**src/rtl/cbd_ctrl.sv**
```systemverilog
// cbd_ctrl: Kyber noise-sampling sequencer (PRF -> FIFO -> cbd -> poly RAM); optional checker under CBD_CTRL_ERRCHK_EN
module cbd_ctrl #(
    parameter int FIFO_DEPTH = 32,
    parameter int MAX_POLY   = 4,
    parameter int ADDR_W     = 6
) (
    input  logic              i_clk,
    input  logic              i_rstn,
    input  logic              i_start,
    input  logic [1:0]        i_eta,
    input  logic [2:0]        i_num_poly,
    input  logic [7:0]        i_nonce_base,
    output logic              o_busy,
    output logic              o_done,
    output logic              o_err,
    output logic              o_prf_req,
    output logic [7:0]        o_prf_nonce,
    input  logic [63:0]       i_prf_data,
    input  logic              i_prf_valid,
    output logic              o_prf_ready,
    output logic [63:0]       o_cbd_ibytes,
    output logic              o_cbd_ibytes_valid,
    output logic [1:0]        o_cbd_eta,
    input  logic              i_cbd_ready,
    input  logic [47:0]       i_cbd_coeffs,
    input  logic              i_cbd_coeffs_valid,
    input  logic              i_cbd_done,
    output logic              o_mem_we,
    output logic [ADDR_W-1:0] o_mem_addr,
    output logic [47:0]       o_mem_wdata
);
    localparam int PW = $clog2(FIFO_DEPTH);
    localparam int CW = $clog2(FIFO_DEPTH + 1);

    typedef enum logic [2:0] {IDLE, FILL, STREAM, WAIT_DONE, FINISH} state_t;

    state_t            state_q, state_d;
    logic [1:0]        eta_q, eta_d;
    logic [2:0]        num_q, num_d;
    logic [7:0]        base_q, base_d;
    logic [2:0]        poly_q, poly_d;
    logic [4:0]        pcnt_q, pcnt_d;
    logic [2:0]        req_cnt_q;
    logic [5:0]        outst_q;
    logic [63:0]       fifo_q [FIFO_DEPTH];
    logic [PW-1:0]     wr_ptr_q, rd_ptr_q;
    logic [CW-1:0]     cnt_q;
    logic [4:0]        wcnt_q;
    logic              mem_we_q;
    logic [ADDR_W-1:0] mem_addr_q;
    logic [47:0]       mem_wdata_q;
    logic [4:0]        wpp;
    logic              push, pop, start_acc, done_acc;

    assign wpp                = (eta_q == 2'd3) ? 5'd24 : 5'd16;
    assign o_busy             = state_q inside {FILL, STREAM, WAIT_DONE};
    assign o_done             = state_q == FINISH;
    assign o_cbd_ibytes_valid = state_q == STREAM;
    assign o_cbd_ibytes       = o_cbd_ibytes_valid ? fifo_q[rd_ptr_q] : '0;
    assign o_cbd_eta          = eta_q;
    assign o_prf_ready        = o_busy && cnt_q != CW'(FIFO_DEPTH);
    assign push               = i_prf_valid && o_prf_ready;
    assign pop                = o_cbd_ibytes_valid && i_cbd_ready;
    assign start_acc          = state_q == IDLE && i_start;
    assign done_acc           = state_q == WAIT_DONE && i_cbd_done;
    assign o_prf_req          = o_busy && req_cnt_q < num_q && outst_q == 6'd0 &&
                                (CW'(FIFO_DEPTH) - cnt_q) >= CW'(wpp);
    assign o_prf_nonce        = o_prf_req ? base_q + 8'(req_cnt_q) : '0;
    assign o_mem_we           = mem_we_q;
    assign o_mem_addr         = mem_addr_q;
    assign o_mem_wdata        = mem_wdata_q;

    // Command sequencing: latch the command, wait for a full polynomial in the FIFO, stream it, await cbd.
    always_comb begin
        state_d = state_q;
        eta_d   = eta_q;
        num_d   = num_q;
        base_d  = base_q;
        poly_d  = poly_q;
        pcnt_d  = pcnt_q;
        case (state_q)
            IDLE: if (i_start) begin
                state_d = FILL;
                eta_d   = (i_eta == 2'd3) ? 2'd3 : 2'd2;
                num_d   = (i_num_poly == 3'd0) ? 3'd1 :
                          (int'(i_num_poly) > MAX_POLY) ? 3'(MAX_POLY) : i_num_poly;
                base_d  = i_nonce_base;
                poly_d  = '0;
                pcnt_d  = '0;
            end
            FILL: if (cnt_q >= CW'(wpp)) state_d = STREAM;
            STREAM: if (pop) begin
                pcnt_d = (pcnt_q == wpp - 5'd1) ? 5'd0 : pcnt_q + 5'd1;
                if (pcnt_q == wpp - 5'd1) state_d = WAIT_DONE;
            end
            WAIT_DONE: if (i_cbd_done) begin
                state_d = (poly_q == num_q - 3'd1) ? FINISH : FILL;
                poly_d  = (poly_q == num_q - 3'd1) ? poly_q : poly_q + 3'd1;
            end
            FINISH: state_d = IDLE;
            default: state_d = IDLE;
        endcase
    end

    // State, request bookkeeping, FIFO pointers and RAM write port; everything aborts on reset.
    always_ff @(posedge i_clk or negedge i_rstn) begin
        if (!i_rstn) begin
            state_q     <= IDLE;
            eta_q       <= '0;
            num_q       <= '0;
            base_q      <= '0;
            poly_q      <= '0;
            pcnt_q      <= '0;
            req_cnt_q   <= '0;
            outst_q     <= '0;
            wr_ptr_q    <= '0;
            rd_ptr_q    <= '0;
            cnt_q       <= '0;
            wcnt_q      <= '0;
            mem_we_q    <= 1'b0;
            mem_addr_q  <= '0;
            mem_wdata_q <= '0;
        end else begin
            state_q     <= state_d;
            eta_q       <= eta_d;
            num_q       <= num_d;
            base_q      <= base_d;
            poly_q      <= poly_d;
            pcnt_q      <= pcnt_d;
            req_cnt_q   <= start_acc ? 3'd0 : req_cnt_q + 3'(o_prf_req);
            outst_q     <= start_acc ? 6'd0 : outst_q + (o_prf_req ? 6'(wpp) : 6'd0) -
                           6'(push && outst_q != 6'd0);
            wr_ptr_q    <= !push ? wr_ptr_q : (wr_ptr_q == PW'(FIFO_DEPTH - 1)) ? '0 : wr_ptr_q + 1'b1;
            rd_ptr_q    <= !pop ? rd_ptr_q : (rd_ptr_q == PW'(FIFO_DEPTH - 1)) ? '0 : rd_ptr_q + 1'b1;
            cnt_q       <= cnt_q + CW'(push) - CW'(pop);
            wcnt_q      <= (start_acc || done_acc) ? 5'd0 : wcnt_q + 5'(i_cbd_coeffs_valid);
            mem_we_q    <= i_cbd_coeffs_valid;
            mem_addr_q  <= i_cbd_coeffs_valid ? ADDR_W'({poly_q, 4'h0}) + ADDR_W'(wcnt_q[3:0]) : mem_addr_q;
            mem_wdata_q <= i_cbd_coeffs_valid ? i_cbd_coeffs : mem_wdata_q;
        end
    end

    // FIFO storage needs no reset: the count alone decides what is valid.
    always_ff @(posedge i_clk) begin
        if (push) fifo_q[wr_ptr_q] <= i_prf_data;
    end

`ifdef CBD_CTRL_ERRCHK_EN
    logic [7:0] err_cnt_q;
    logic       err_ev;

    assign err_ev = (done_acc && wcnt_q != 5'd16) ||
                    (i_cbd_coeffs_valid && !(state_q inside {STREAM, WAIT_DONE})) ||
                    (push && outst_q == 6'd0);
    assign o_err  = err_cnt_q != 8'd0;

    // Saturating protocol-error count; nonzero doubles as the sticky error flag until the next command.
    always_ff @(posedge i_clk or negedge i_rstn) begin
        if (!i_rstn) err_cnt_q <= '0;
        else if (start_acc) err_cnt_q <= '0;
        else if (err_ev && err_cnt_q != 8'hFF) err_cnt_q <= err_cnt_q + 8'd1;
    end
`else
    assign o_err = 1'b0;
`endif

endmodule

```
**config.mk**
```make
export PLATFORM = sky130hd
export DESIGN_NAME = cbd_ctrl
export DESIGN_NICKNAME = d
export VERILOG_FILES = /design/src/rtl/cbd_ctrl.sv
export SDC_FILE = /design/constraint.sdc
export NUM_CORES = 2
export LEC_CHECK = 0
export ABC_AREA = 1
export CORE_MARGIN = 2
export CORE_UTILIZATION = 55
export CTS_CLUSTER_DIAMETER = 50
export DETAILED_ROUTE_END_ITERATION = 12
export PLACE_DENSITY = 0.76
export SYNTH_ARGS = -nofsm -noshare
export SYNTH_HDL_FRONTEND = slang
export SYNTH_SLANG_ARGS = --single-unit
```
**constraint.sdc**
```tcl
create_clock -name i_clk -period 6.75 [get_ports i_clk]
set_clock_uncertainty 0.2 [all_clocks]
set_input_delay 1.0125 -clock i_clk [delete_from_list [all_inputs] [get_ports i_clk]]
set_output_delay 1.0125 -clock i_clk [all_outputs]
set_load 0.03 [all_outputs]
```
==> out/qor.yml <==
run_status:
  status: "finished, final reports clean"
routing:
  vias_per_cell: 6.01
  drc: 0
  via_count: 59300
  ant_nets: 0
  wl_um: 236000
  wire_per_inst_um: 23.9
  drtIter0Drc: 8572
  drtPass1Iterations: 7
clock_network:
  clock_path_buffers: 3
  worst_skew_pair.late_latency_ps: 840
  cts_sinks: 2156
  cts_root_buf: "clkbuf_16"
  tritoncts: "built"
  cts_setup_buffers: 0
  numCtsBuffers: 207
  htree_levels: 4
  hold_buffers: 0
  cts_repair_resize_count: 0
  clk_pin_slew_ps: 60
logic_synthesis:
  synth_area_um2: 87800
  synth_top_area_share_pct: 70.1
  yosysWarnings: 0
  avgSynthCellArea_um2: 11.7
  syn_nets: 7648
  ys_seq_elements: 2156
  synthTopCellsByArea: "edfxtp_1 (70%), nand2_1 (12%), nand3_1 (9.4%)"
  synthCells: 7474
  yosysTopAreaCell: "edfxtp_1"
  yosysUniqueCellTypes: 29
  yosysSeqAreaShare_pct: 73.1
global_route:
  grt_pass1_vias: 56700
  grt_usage_pct: 28.6
  antenna_found_initial: 8
  grt_first_pass_wirelength_um: 350000
  grt_start_max_net_pins: 289
  grt_overflow_total: 0
critical_path:
  path_cells: "buf_4 > buf_4 > nand2_1 > nand3_1 > nand3_1 > nand2_1 > nand2_1 > nand3_1 > nand2_1 > nor2_1 > clkdlybuf4s50_1"
  crit_top_cell: "nand2_1"
  crit_type: "flip-flop to primary output"
  cp_slowest_cell: "clkdlybuf4s50_1"
  crit_fanout: 75
  critical_path.max_stage_delay_ps: 800
  rr_worst_depth: 8
  worstPathRequired_ps: 5540
  endpoint_kind: "primary output"
  crit_buf_inv: 3
  arrival_ps: 4980
  crit_path_start_kind: "flip-flop"
  cp.depth: 11
  cp_top_family: "buffers and inverters"
floorplanning:
  io_pins: 267
  die_y_um: 403
  core_area_um2: 158000
  dieArea_um2: 163000
  initial_utilization_pct: 55.4
  core.rowCount: 146
  dieWidth_um: 403
pwr:
  power_density_nw_per_um2: 413
  p_leak_nw: 36.0
  irDropWorstVdd_v: 0.000424
timing:
  rsz0062_at_grt: "no"
  finalHoldViolations: 0
  setup_viol: 0
  slew_violations: 0
  post-route-period-util_pct: 91.7
  max_slew.worst_pin.slew_ps: 1250
  relSlewSlack_pct: 16.7
  min_period_ps: 6190
  max_clock_freq_ghz: 0.162
finish:
  syn_to_final_growth_pct: 12.6
  final_cells: 9853
  drive_gt1_share_pct: 6.42
  fin_area_um2: 98900
  final_nets: 7776
  multi_input_comb_area_um2: 21200
  final-seq-area_um2: 64200
  fillerInstances: 11400
placed_design:
  dp.final_hpwl_um: 111000
  place_congestion: 0.791
  postPlaceCellArea_um2: 92200
  dp_cells: 9465
  io_buffers: 265
run:
  drv_cap: 0
worst_hold_path:
  hold_class: "primary input to async pin"
cells by family after synthesis:
| logic type | Yosys count | synth area share [%] |
|---|---|---|
| fa+ha+maj | 42 | 0.624 |
| buf+inv | 544 | 2.90 |
| simple gates | 4601 | 22.1 |
| other cells | 1 | 0.00427 |
| compound gates | 53 | 0.312 |
| mux | 54 | 0.693 |
| xor+xnor | 23 | 0.229 |
| flops | 2156 | 73.1 |
through the flow:
| stage | setup WS, ps | utilization (%) | total power [W] | TNS (ps) | hold slack (ps) |
|---|---|---|---|---|---|
| 6_report | 560 | 62.4 | 0.0409 | 0 | 82.8 |
| 3_3_place_gp | 1490 | 58.2 | 0.0291 | 0 | 274 |
| 4_1_cts | 569 | 62.4 | 0.0407 | 0 | 70.8 |
| 5_1_grt | 412 | 62.4 | 0.0428 | 0 | 124 |
| 3_5_place_dp | 1510 | 58.2 | 0.0295 | 0 | 284 |
| 2_1_floorplan | -49.9 | - | 0.0254 | -86190 | 255 |
report_power, final:
| group | internal [W] | total (W) | switching, W |
|---|---|---|---|
| logic | 0.00391 | 0.0137 | 0.00975 |
| clock network | 0.00640 | 0.0114 | 0.00499 |
| registers | 0.0154 | 0.0158 | 0.000419 |
| total | 0.0257 | 0.0409 | 0.0152 |
area by class of cell:
type / instances / share of cell area, %
clock buffer: 265 / 5.50
multi-input combinational: 4774 / 21.4
antenna: 3 / 0.00759
clock inverter: 120 / 1.22
sequential: 2156 / 65.0
inverter: 84 / 0.375
tap: 2072 / 2.62
timing repair buffer: 379 / 3.88
registers in the layout, indices dropped and copies added (netlist names):
signal / cells
wr_ptr_q: 5
state_q: 3
outst_q: 6
wcnt_q: 4
o_mem_addr: 6
req_cnt_q: 3
base_q: 8
num_q: 3
fifo_q: 2048
o_mem_wdata: 48
rd_ptr_q: 5
o_mem_we: 1
cnt_q: 6
pcnt_q: 5
poly_q: 3
o_cbd_eta: 2
Yosys cell counts:
| cell | instances |
|---|---|
| nand2_1 | 2742 |
| edfxtp_1 | 2048 |
| nand3_1 | 1640 |
| buf_2 | 312 |
| nor2_1 | 175 |
| dfrtp_1 | 108 |
| clkbuf_1 | 90 |
| inv_1 | 76 |
| mux2_2 | 54 |
| ha_1 | 39 |
| nor3_1 | 37 |
| buf_1 | 34 |
| a21oi_1 | 27 |
| o21ai_0 | 22 |
| buf_4 | 20 |
| xor2_1 | 16 |
| xnor2_1 | 7 |
| clkinv_1 | 6 |
| buf_6 | 4 |
| or2_2 | 4 |
| fa_1 | 3 |
| a31oi_1 | 2 |
| nand4_1 | 2 |
| conb_1 | 1 |
| inv_4 | 1 |
| inv_6 | 1 |
| nor3_4 | 1 |
| o211ai_1 | 1 |
| o2bb2ai_1 | 1 |
worst paths after layout:
check	from	end	slack [ps]
worst max-delay path	rd_ptr_q[0]	o_cbd_ibytes[62]	560
worst min-delay path	i_rstn	o_mem_wdata[14]	80
worst max register to register	state_q[2]	fifo_q[17][44]	2900
worst min register to register	o_mem_wdata[38]	o_mem_wdata[38]	300
max in group asynchronous	i_rstn	o_mem_wdata[46]	5070
min in group i_clk	o_mem_wdata[38]	o_mem_wdata[38]	300
placed cells by master (no fill, tap or decap), drive strengths merged:
master and n:
nor2 175, or2 4, o211ai 1, nor3 38
diode 3, xnor2 7, clkdlybuf4s50 263, nand3 1640
o21ai 22, clkinv 97, a31oi 2, conb 1
nand4 2, edfxtp 2048, nand2 2742, bufinv 18
clkinvlp 3, xor2 16, ha 39, inv 86
a21oi 27, fa 3, buf 116, o2bb2ai 1
mux2 54, dfrtp 108, clkbuf 265
layer usage:
layer,routed length [um],global-route usage [%]
met1,86100,38.0
met2,113000,46.9
met3,26300,4.97
met4,10100,11.9
met5,66,0
No activity file was read; power rests on OpenSTA's default activity.
